### config.mk
export PLATFORM = sky130hd
export DESIGN_NAME = ct_sysio_l2c_flush_ctrl
export DESIGN_NICKNAME = d
export VERILOG_FILES = /design/src/rtl/ct_sysio_pkg.sv /design/src/rtl/ct_sysio_flush_timer.sv /design/src/rtl/ct_sysio_l2c_flush_ctrl.sv
export SDC_FILE = /design/constraint.sdc
export NUM_CORES = 1
export LEC_CHECK = 0
export ABC_AREA = 1
export CORE_UTILIZATION = 42
export DETAILED_ROUTE_END_ITERATION = 12
export PLACE_DENSITY = 0.72
export SLEW_MARGIN = 20
export SYNTH_ARGS = -nofsm -noshare
export SYNTH_HDL_FRONTEND = slang
export SYNTH_SLANG_ARGS = --single-unit
### constraint.sdc
create_clock -name sysio_clk -period 1.2 [get_ports sysio_clk]
set_clock_uncertainty 0.15 [all_clocks]
set_input_delay 0.3 -clock sysio_clk [delete_from_list [all_inputs] [get_ports sysio_clk]]
set_output_delay 0.3 -clock sysio_clk [all_outputs]
set_load 0.03 [all_outputs]
### src/rtl/ct_sysio_pkg.sv
`default_nettype none
// ============================================================================
// Module   : ct_sysio_pkg
// Purpose  : Shared definitions for the sysio L2C flush control slice:
//            one-hot flush FSM state encoding, completed-flush counter width
//            and the default hang-timeout length.
// Ports    : none (package)
// Revision : 1.0 - initial release
// ============================================================================
package ct_sysio_pkg;

  // Width of the completed-flush counter (wraps modulo 2^W).
  localparam int CT_SYSIO_FLUSH_CNT_W = 8;

  // Default timeout counter width and length in sysio_clk cycles spent in REQ.
  localparam int          CT_SYSIO_FLUSH_TMO_W   = 16;
  localparam int unsigned CT_SYSIO_FLUSH_TMO_CYC = 32'h0000_FFFF;

  // One-hot flush FSM encoding.
  typedef enum logic [3:0] {
    FLUSH_IDLE = 4'b0001,
    FLUSH_REQ  = 4'b0010,
    FLUSH_DONE = 4'b0100,
    FLUSH_ERR  = 4'b1000
  } flush_state_e;

endpackage : ct_sysio_pkg
`default_nettype wire

### src/rtl/ct_sysio_flush_timer.sv
`default_nettype none
// ============================================================================
// Module   : ct_sysio_flush_timer
// Purpose  : Hang timer for an outstanding L2C flush request.
// Ports    : sysio_clk / cpurst_b - clock, async active-low reset
//            clear  - zero the timer (flush request being issued)
//            enable - timer armed (flush request outstanding)
//            count  - advance qualifier; low once L2C reports done, so a
//                     done arriving on the last cycle always beats expiry
//            expire - combinational: this is the last allowed cycle and
//                     the timer is still advancing
// Revision : 1.0 - initial release
// ============================================================================
module ct_sysio_flush_timer
  import ct_sysio_pkg::*;
#(
  parameter int          TMO_W   = CT_SYSIO_FLUSH_TMO_W,
  parameter int unsigned TMO_CYC = CT_SYSIO_FLUSH_TMO_CYC
) (
  input  logic sysio_clk,
  input  logic cpurst_b,
  input  logic clear,
  input  logic enable,
  input  logic count,
  output logic expire
);

  // Last cycle index that is still allowed in REQ.
  localparam logic [TMO_W-1:0] c_tmo_last = TMO_W'(TMO_CYC - 1);

  logic [TMO_W-1:0] r_tmo_cnt;
  logic             w_advance;

  assign w_advance = enable & count;

  always_ff @(posedge sysio_clk or negedge cpurst_b) begin
    if (!cpurst_b) begin
      r_tmo_cnt <= '0;
    end else if (clear) begin
      r_tmo_cnt <= '0;
    end else if (w_advance) begin
      r_tmo_cnt <= r_tmo_cnt + TMO_W'(1);
    end
  end

  assign expire = w_advance & (r_tmo_cnt == c_tmo_last);

endmodule : ct_sysio_flush_timer
`default_nettype wire

### src/rtl/ct_sysio_l2c_flush_ctrl.sv
`default_nettype none
// ============================================================================
// Module   : ct_sysio_l2c_flush_ctrl
// Purpose  : Turns the level L2-flush request from the sysio pad side into a
//            4-phase request/done handshake with L2C. Entry is gated on L2C
//            idle and qualified by the AXI-master clock-ratio strobe; done is
//            held until the pad side drops its request on a strobe. Counts
//            completed flushes. Optional hang timeout enabled by the macro
//            CT_SYSIO_L2C_FLUSH_TIMEOUT_EN (default build: no timer,
//            flush_err tied low, ERR unreachable).
// Ports    : sysio_clk, cpurst_b    - clock, async active-low reset
//            axim_clk_en            - pad-side sampling strobe
//            sysio_l2c_flush_req    - level flush request from sysio
//            l2c_sysio_flush_idle   - L2C has no flush in progress
//            l2c_sysio_flush_done   - L2C flush complete (pulse or level)
//            flush_l2c_req          - flush request to L2C
//            flush_sysio_done       - handshake done back to sysio
//            flush_busy             - FSM not in IDLE
//            flush_err              - sticky timeout flag
//            flush_cnt              - completed flushes (normal or timed out)
// Revision : 1.0 - initial release
// ============================================================================
module ct_sysio_l2c_flush_ctrl
  import ct_sysio_pkg::*;
#(
  parameter int          CNT_W   = CT_SYSIO_FLUSH_CNT_W,
  parameter int          TMO_W   = CT_SYSIO_FLUSH_TMO_W,
  parameter int unsigned TMO_CYC = CT_SYSIO_FLUSH_TMO_CYC
) (
  input  logic             sysio_clk,
  input  logic             cpurst_b,
  input  logic             axim_clk_en,
  input  logic             sysio_l2c_flush_req,
  input  logic             l2c_sysio_flush_idle,
  input  logic             l2c_sysio_flush_done,
  output logic             flush_l2c_req,
  output logic             flush_sysio_done,
  output logic             flush_busy,
  output logic             flush_err,
  output logic [CNT_W-1:0] flush_cnt
);

  // Reject configurations the timer cannot honour.
  if ((TMO_CYC < 2) || (TMO_W < 1)) begin : g_bad_tmo_cfg
    $error("ct_sysio_l2c_flush_ctrl: TMO_CYC must be >= 2 and TMO_W >= 1");
  end

  flush_state_e r_state;
  logic         w_start;
  logic         w_release;
  logic         w_tmo_expire;

  // Launch only on a strobe, with a request pending and L2C idle.
  assign w_start   = axim_clk_en & sysio_l2c_flush_req & l2c_sysio_flush_idle;
  // Leave DONE/ERR only once the pad side has dropped its request on a strobe,
  // so done stays visible for at least one strobe period.
  assign w_release = axim_clk_en & ~sysio_l2c_flush_req;

`ifdef CT_SYSIO_L2C_FLUSH_TIMEOUT_EN
  logic r_flush_err;

  ct_sysio_flush_timer #(
    .TMO_W   (TMO_W),
    .TMO_CYC (TMO_CYC)
  ) u_flush_timer (
    .sysio_clk (sysio_clk),
    .cpurst_b  (cpurst_b),
    .clear     ((r_state == FLUSH_IDLE) & w_start),
    .enable    (r_state == FLUSH_REQ),
    .count     (~l2c_sysio_flush_done),
    .expire    (w_tmo_expire)
  );

  assign flush_err = r_flush_err;
`else
  assign w_tmo_expire = 1'b0;
  assign flush_err    = 1'b0;
`endif

  always_ff @(posedge sysio_clk or negedge cpurst_b) begin
    if (!cpurst_b) begin
      r_state          <= FLUSH_IDLE;
      flush_l2c_req    <= 1'b0;
      flush_sysio_done <= 1'b0;
      flush_busy       <= 1'b0;
      flush_cnt        <= '0;
`ifdef CT_SYSIO_L2C_FLUSH_TIMEOUT_EN
      r_flush_err      <= 1'b0;
`endif
    end else begin
      case (r_state)
        FLUSH_IDLE: begin
          // L2C done is deliberately ignored here.
          if (w_start) begin
            r_state       <= FLUSH_REQ;
            flush_l2c_req <= 1'b1;
            flush_busy    <= 1'b1;
`ifdef CT_SYSIO_L2C_FLUSH_TIMEOUT_EN
            r_flush_err   <= 1'b0;
`endif
          end
        end

        FLUSH_REQ: begin
          // Done is sampled every cycle (not strobe-qualified) and has
          // priority over a simultaneous timeout.
          if (l2c_sysio_flush_done) begin
            r_state          <= FLUSH_DONE;
            flush_l2c_req    <= 1'b0;
            flush_sysio_done <= 1'b1;
            flush_cnt        <= flush_cnt + CNT_W'(1);
          end else if (w_tmo_expire) begin
            r_state          <= FLUSH_ERR;
            flush_l2c_req    <= 1'b0;
            flush_sysio_done <= 1'b1;
            flush_cnt        <= flush_cnt + CNT_W'(1);
`ifdef CT_SYSIO_L2C_FLUSH_TIMEOUT_EN
            r_flush_err      <= 1'b1;
`endif
          end
        end

        FLUSH_DONE, FLUSH_ERR: begin
          // flush_err is left as-is: it is sticky until the next REQ entry.
          if (w_release) begin
            r_state          <= FLUSH_IDLE;
            flush_sysio_done <= 1'b0;
            flush_busy       <= 1'b0;
          end
        end

        default: begin
          // Illegal one-hot code: recover to IDLE without reporting done.
          r_state          <= FLUSH_IDLE;
          flush_l2c_req    <= 1'b0;
          flush_sysio_done <= 1'b0;
          flush_busy       <= 1'b0;
        end
      endcase
    end
  end

endmodule : ct_sysio_l2c_flush_ctrl
`default_nettype wire

==> qor.txt, run 1 <==
Antenna cells -> 0
Crit. Startpoint -> flush_cnt[4]$_DFFE_PN0P_
Number of global-route vias before repair -> 743
#FFs+latches synth -> 14
Final hold violations -> 0
Pwr per Cell Area -> 2200 nW/um^2
Setup CP Type -> flip-flop to output pin
Die width -> 44.4 um
HPWL Detailed -> 1240 um
Core Util, Final -> 81.8%
Die height -> 44.4 um
GRT Util Overall -> 21.6%
DR WL/cell -> 13.2 um
Critical path, cell by cell -> buf_6
Remaining DRCs -> 0
Worst r2r src -> flush_cnt[0]$_DFFE_PN0P_
Worst path slowest cell -> dfrtp_2
Leak Pwr -> 0.635 nW
Longest Clk Path Bufs -> 2
Setup violators final -> 25
Fmax -> 0.756 GHz
Tcrit/Tclk final -> 110%
Remaining Overflow, GRT -> 0
Layout cell share with drive strength beyond 1 -> 56.5%
Fin crit period -> 1320 ps
Final setup margin -> -122 ps
Final Cell Area -> 1300 sq um
H-tree Lvls -> 1
Floorplan Core Area -> 1590 sq um
Share of power burned in registers -> 28.8%
Placed insts -> 144
CP Data Required Time -> 750 ps
Mean Syn Cell Area -> 8.04 sq um
Largest net degree at the start of global routing -> 12
CTS tree -> built
Max_cap viols -> 0
First-pass detailed-route iteration total -> 4
Worst hold path type -> input port to async pin
RSZ-0062 raised after global routing -> yes
Final Max Tran Viols -> 0
Sequential fraction of the synthesis area -> 46.5%
Net count, final -> 146
Mapped Nets -> 101
I/O pin count -> 18
ANT nets after route -> 0
Final wirelength -> 2140 um
Mapped Cells -> 94
Synthesized area -> 756 sq um
Switching share of power -> 42.0%
Clk Latency, worst-skew pair -> 300 ps
Sw power -> 1.20 mW
CP startpoint kind -> flip-flop
Failing checks -> negative setup slack
1st-iter DRT viols -> 21
Gate power share -> 58.7%
Yosys warns -> 0
Clock share of power -> 12.4%
Vias -> 796
Row count -> 14
CP Buf/Inv Count -> 1
PortBufs -> 16
IR drop worst, VDD -> 1.77 mV
Vias/cell -> 4.91
Netlist cell types -> 18
Crit end category -> output pin
Clock transition at path regs -> 90 ps
CTS Root Buffer Type -> clkbuf_4
TritonCTS buffer count -> 3
Number of antenna violations at the first check in global routing -> 0
Crit Path Max Fanout -> 2
CP max stage delay -> 430 ps
Die ar. -> 1970 sq um
First-pass GRT wire length -> 3090 um
Pint -> 1.66 mW
Starting density of the core -> 47.4%
Area post-placement -> 1020 sq um
Area grow syn2layout -> 72.5%
Clk sinks -> 14
Status -> complete, but fails checks
DP Worst Slack -> -381 ps
CP delay by family, top -> flip-flops
Non-filler cells, final -> 162
GPL Wtd Cong -> 0.884
Critical Path AT -> 870 ps
## cells in the final DEF, fill, tap and decap left out, types with 5 or more instances in the layout
master / instances
nand3_1: 5
clkdlybuf4s50_1: 5
inv_1: 6
nand2_1: 29
nand2_2: 5
buf_4: 20
dfrtp_2: 9
buf_6: 17
## cell usage after synthesis, drive strengths merged
cell   instances  area [sq um]
nand2         35           131
dfrtp         13           325
nand3         12          70.1
inv           11          41.3
nor2           8          52.6
nand4          4          25.0
o21ai          3          22.5
buf            2          18.8
xor2           2          17.5
conb           1          3.75
dfstp          1          26.3
ha             1          12.5
xnor2          1          8.76
## worst reg2reg max path, cell delays in order, from the launching register on
cell     delay [ps]
dfrtp_2         390
buf_6           120
ha_4            150
nand2_4          50
inv_4            70
nand2_2          50
o21ai_2         120
nand2_1          60
## metal layers
metal,vias to the layer above,GRT usage (%),wire (um)
met3,3,3.67,72
met5,-,0,0
met2,21,38.2,1100
li1,387,-,-
met1,385,26.3,933
met4,0,7.88,25
## path summary, 6_finish.rpt
kind                       cells past startpoint  slack, ps                           end
min reg2reg                                    2        390  flush_sysio_done$_DFFE_PN0P_
max in group asynchronous                      2        550        r_state[1]$_DFFE_PN0P_
max                                            1       -120                  flush_cnt[4]
min                                            2        140     flush_l2c_req$_DFFE_PN0P_
min in group sysio_clk                         2        390  flush_sysio_done$_DFFE_PN0P_
max reg2reg                                    7        -70      flush_cnt[4]$_DFFE_PN0P_
## final cells by class
| cell class | count | area (sq um) |
|---|---|---|
| Clock buffer | 4 | 36.3 |
| Timing Repair Buffer | 42 | 392 |
| Sequential cell | 14 | 363 |
| Tap cell | 24 | 30.0 |
| Multi-Input combinational cell | 67 | 437 |
| Fill cell | 95 | 290 |
| Inverter | 11 | 46.3 |
## metrics by stage
| stage | TNS, ps | power (mW) | hold slack [ps] |
|---|---|---|---|
| after floorplan | -65.4 | 1.51 | -146 |
| after global placement | -4170 | 1.93 | 309 |
| after detailed placement | -4530 | 1.97 | 330 |
| after CTS | -1720 | 2.66 | 139 |
| after global routing | -2900 | 3.01 | 141 |
| final | -1830 | 2.87 | 140 |
## flip-flops by register name, indices dropped and copies added, names as in the netlist
| name | count |
|---|---|
| flush_cnt | 8 |
| r_state | 3 |
| flush_sysio_done | 1 |
| flush_busy | 1 |
| flush_l2c_req | 1 |
## logic make-up after synthesis
family / after synthesis / synth area share [%]
other cells: 1 / 0.496
flops: 14 / 46.5
compound gates: 3 / 2.98
fa+ha+maj: 1 / 1.66
simple gates: 59 / 36.9
buf+inv: 13 / 7.95
xor+xnor: 3 / 3.48
## power by group through the flow
stage | sequential [mW] | combinational (mW) | clock (mW)
2_1_floorplan | 1.02 | 0.484 | 0
3_3_place_gp | 0.820 | 1.11 | 0
3_5_place_dp | 0.833 | 1.14 | 0
4_1_cts | 0.801 | 1.51 | 0.357
5_1_grt | 0.839 | 1.79 | 0.380
6_report | 0.826 | 1.68 | 0.356
## timing repair
action	in CTS	in global routing
gates resized for setup	27	12
cloned	0	0
pin swaps	5	7
hold buffers	0	0
setup endpoints to repair	25	25
setup buffers	9	5
Note: power is estimated with default switching activity, not from simulation.
==> run 2: changes to the inputs <==
==> constraint.sdc (replaced) <==
create_clock -name sysio_clk -period 1.06 [get_ports sysio_clk]
set_clock_uncertainty 0.15 [all_clocks]
set_input_delay 0.265 -clock sysio_clk [delete_from_list [all_inputs] [get_ports sysio_clk]]
set_output_delay 0.265 -clock sysio_clk [all_outputs]
set_load 0.03 [all_outputs]
==> run 2 against run 1 <==
Clock-buffer cell count did not move. Final area rose by 1.3%. Register-to-register slack got worse by 200 ps. The run still ends with negative setup slack left. Worst setup slack got worse by 150 ps. Flip-flop and latch count did not move. Critical path depth rose by 6. Global-route usage rose by 1.7 points. Sequential power rose by 15%. Highest routed layer unchanged.
==> qor.txt, run 2 (synthesis gave the netlist of run 1 again) <==
GPL Wtd Cong -> 0.754
First-pass GRT wire length -> 3300 um
Number of antenna violations at the first check in global routing -> 0
Critical Path AT -> 1400 ps
Crit Path Max Fanout -> 3
Die width -> 44.4 um
RSZ-0062 raised after global routing -> yes
Final Max Tran Viols -> 0
PortBufs -> 16
CP most frequent cell -> nand2_1
Clock transition at path regs -> 90 ps
Longest Clk Path Bufs -> 2
Pwr per Cell Area -> 2460 nW/um^2
CP max stage delay -> 450 ps
Biggest registers after layout -> flush_cnt (8), r_state (3)
Number of global-route vias before repair -> 782
First-pass detailed-route iteration total -> 4
Most frequent cells in the layout -> nand2_1 (31), buf_4 (21), buf_6 (17), dfrtp_2 (9), inv_1 (7)
Non-filler cells, final -> 164
Final wirelength -> 2150 um
Crit end category -> flip-flop
Setup CP Type -> flip-flop to flip-flop
Worst path slowest cell -> dfrtp_2
GRT Util Overall -> 23.3%
CP delay by family, top -> flip-flops
CP startpoint kind -> flip-flop
Worst hold path type -> input port to async pin
Net count, final -> 148
CP Buf/Inv Count -> 2
DP Worst Slack -> -462 ps
Worst hold slack -> 232 ps
Final setup margin -> -269 ps
IR drop worst, VDD -> 1.98 mV
Overall Power -> 3.25 mW
Layout cell share with drive strength beyond 1 -> 55.0%
CP Data Required Time -> 1130 ps
I/O pin count -> 18
CTS Root Buffer Type -> clkbuf_4
Status -> complete, but fails checks
Max_cap viols -> 0
Row count -> 14
TritonCTS buffer count -> 3
Floorplan Core Area -> 1590 sq um
Sequential cell area -> 363 sq um
Failing checks -> negative setup slack
Area grow syn2layout -> 74.8%
Fill cell total of the finished layout -> 91
HPWL Detailed -> 1320 um
Remaining Overflow, GRT -> 0
Die ar. -> 1970 sq um
Placed insts -> 148
H-tree Lvls -> 1
Setup violators final -> 25
Core Util, Final -> 82.9%
Leak Pwr -> 0.647 nW
Final setup TNS -> -4950 ps
Vias/cell -> 4.96
Biggest register -> flush_cnt
Area post-placement -> 1100 sq um
1st-iter DRT viols -> 14
Remaining DRCs -> 0
Vias -> 814
Clk sinks -> 14
Starting density of the core -> 47.4%
DR WL/cell -> 13.1 um
Max reg flops -> 8
CTS tree -> built
Critical path, cell by cell -> buf_12 > nor2_4 > buf_4 > nand2_1 > nand3_1 > nand2_1 > nand2_1
Fmax -> 0.752 GHz
Tcrit/Tclk final -> 125%
Clk Latency, worst-skew pair -> 290 ps
ANT nets after route -> 0
Commonest non-fill, non-tap cell in the layout -> nand2_1
Fin crit period -> 1330 ps
Final hold violations -> 0
Die height -> 44.4 um
Multi-input gate area -> 439 sq um
Final Cell Area -> 1320 sq um
Largest net degree at the start of global routing -> 11
Antenna cells -> 0
-- run 2: cell types whose count changed in the layout (fill, tap and decap cells not counted), sizes merged --
cell,before,now
buf,37,39
-- run 2: per-layer routing --
metal | share of wire [%] | track usage [%] | vias to the layer above
li1 | - | - | 389
met1 | 41 | 27.6 | 397
met2 | 52 | 41.5 | 21
met3 | 3.4 | 4.49 | 7
met4 | 3.1 | 9.09 | 0
met5 | 0 | 0 | -
-- run 2: layout make-up --
class | instances | share of cell area [%]
Sequential cell | 14 | 27.5
Clock buffer | 4 | 1.99
Timing Repair Buffer | 44 | 31.7
Inverter | 11 | 3.31
Tap cell | 24 | 2.27
Multi-Input combinational cell | 67 | 33.2
-- run 2: final timing paths --
path	startpoint	to	slack (ps)	cells after the start
max	r_state[2]$_DFFE_PN0P_	flush_sysio_done$_DFFE_PN0P_	-270	7
min	cpurst_b	flush_busy$_DFFE_PN0P_	230	2
max reg2reg	r_state[2]$_DFFE_PN0P_	flush_sysio_done$_DFFE_PN0P_	-270	7
min reg2reg	flush_l2c_req$_DFFE_PN0P_	flush_l2c_req$_DFFE_PN0P_	370	2
max in group asynchronous	cpurst_b	r_state[1]$_DFFE_PN0P_	390	2
min in group sysio_clk	flush_l2c_req$_DFFE_PN0P_	flush_l2c_req$_DFFE_PN0P_	370	2
-- run 2: worst reg2reg max path, delay by kind of cell (launching register included) --
kind | cells | cell delay, ps
DFF | 1 | 450
and+or+nand+nor | 5 | 410
buffers and inverters | 2 | 270
-- run 2: repair_timing --
| item | CTS | global route |
|---|---|---|
| setup endpoints to repair | 25 | 25 |
| pin swaps | 6 | 5 |
| resized for setup | 19 | 7 |
| hold buffers | 0 | 0 |
| setup buffers | 10 | 2 |
-- run 2: power by group --
| group | switching (mW) | internal [mW] | leakage [nW] |
|---|---|---|---|
| clock | 0.182 | 0.146 | 0.0150 |
| combinational | 0.996 | 0.975 | 0.463 |
| sequential | 0.213 | 0.735 | 0.169 |
| total | 1.39 | 1.86 | 0.647 |
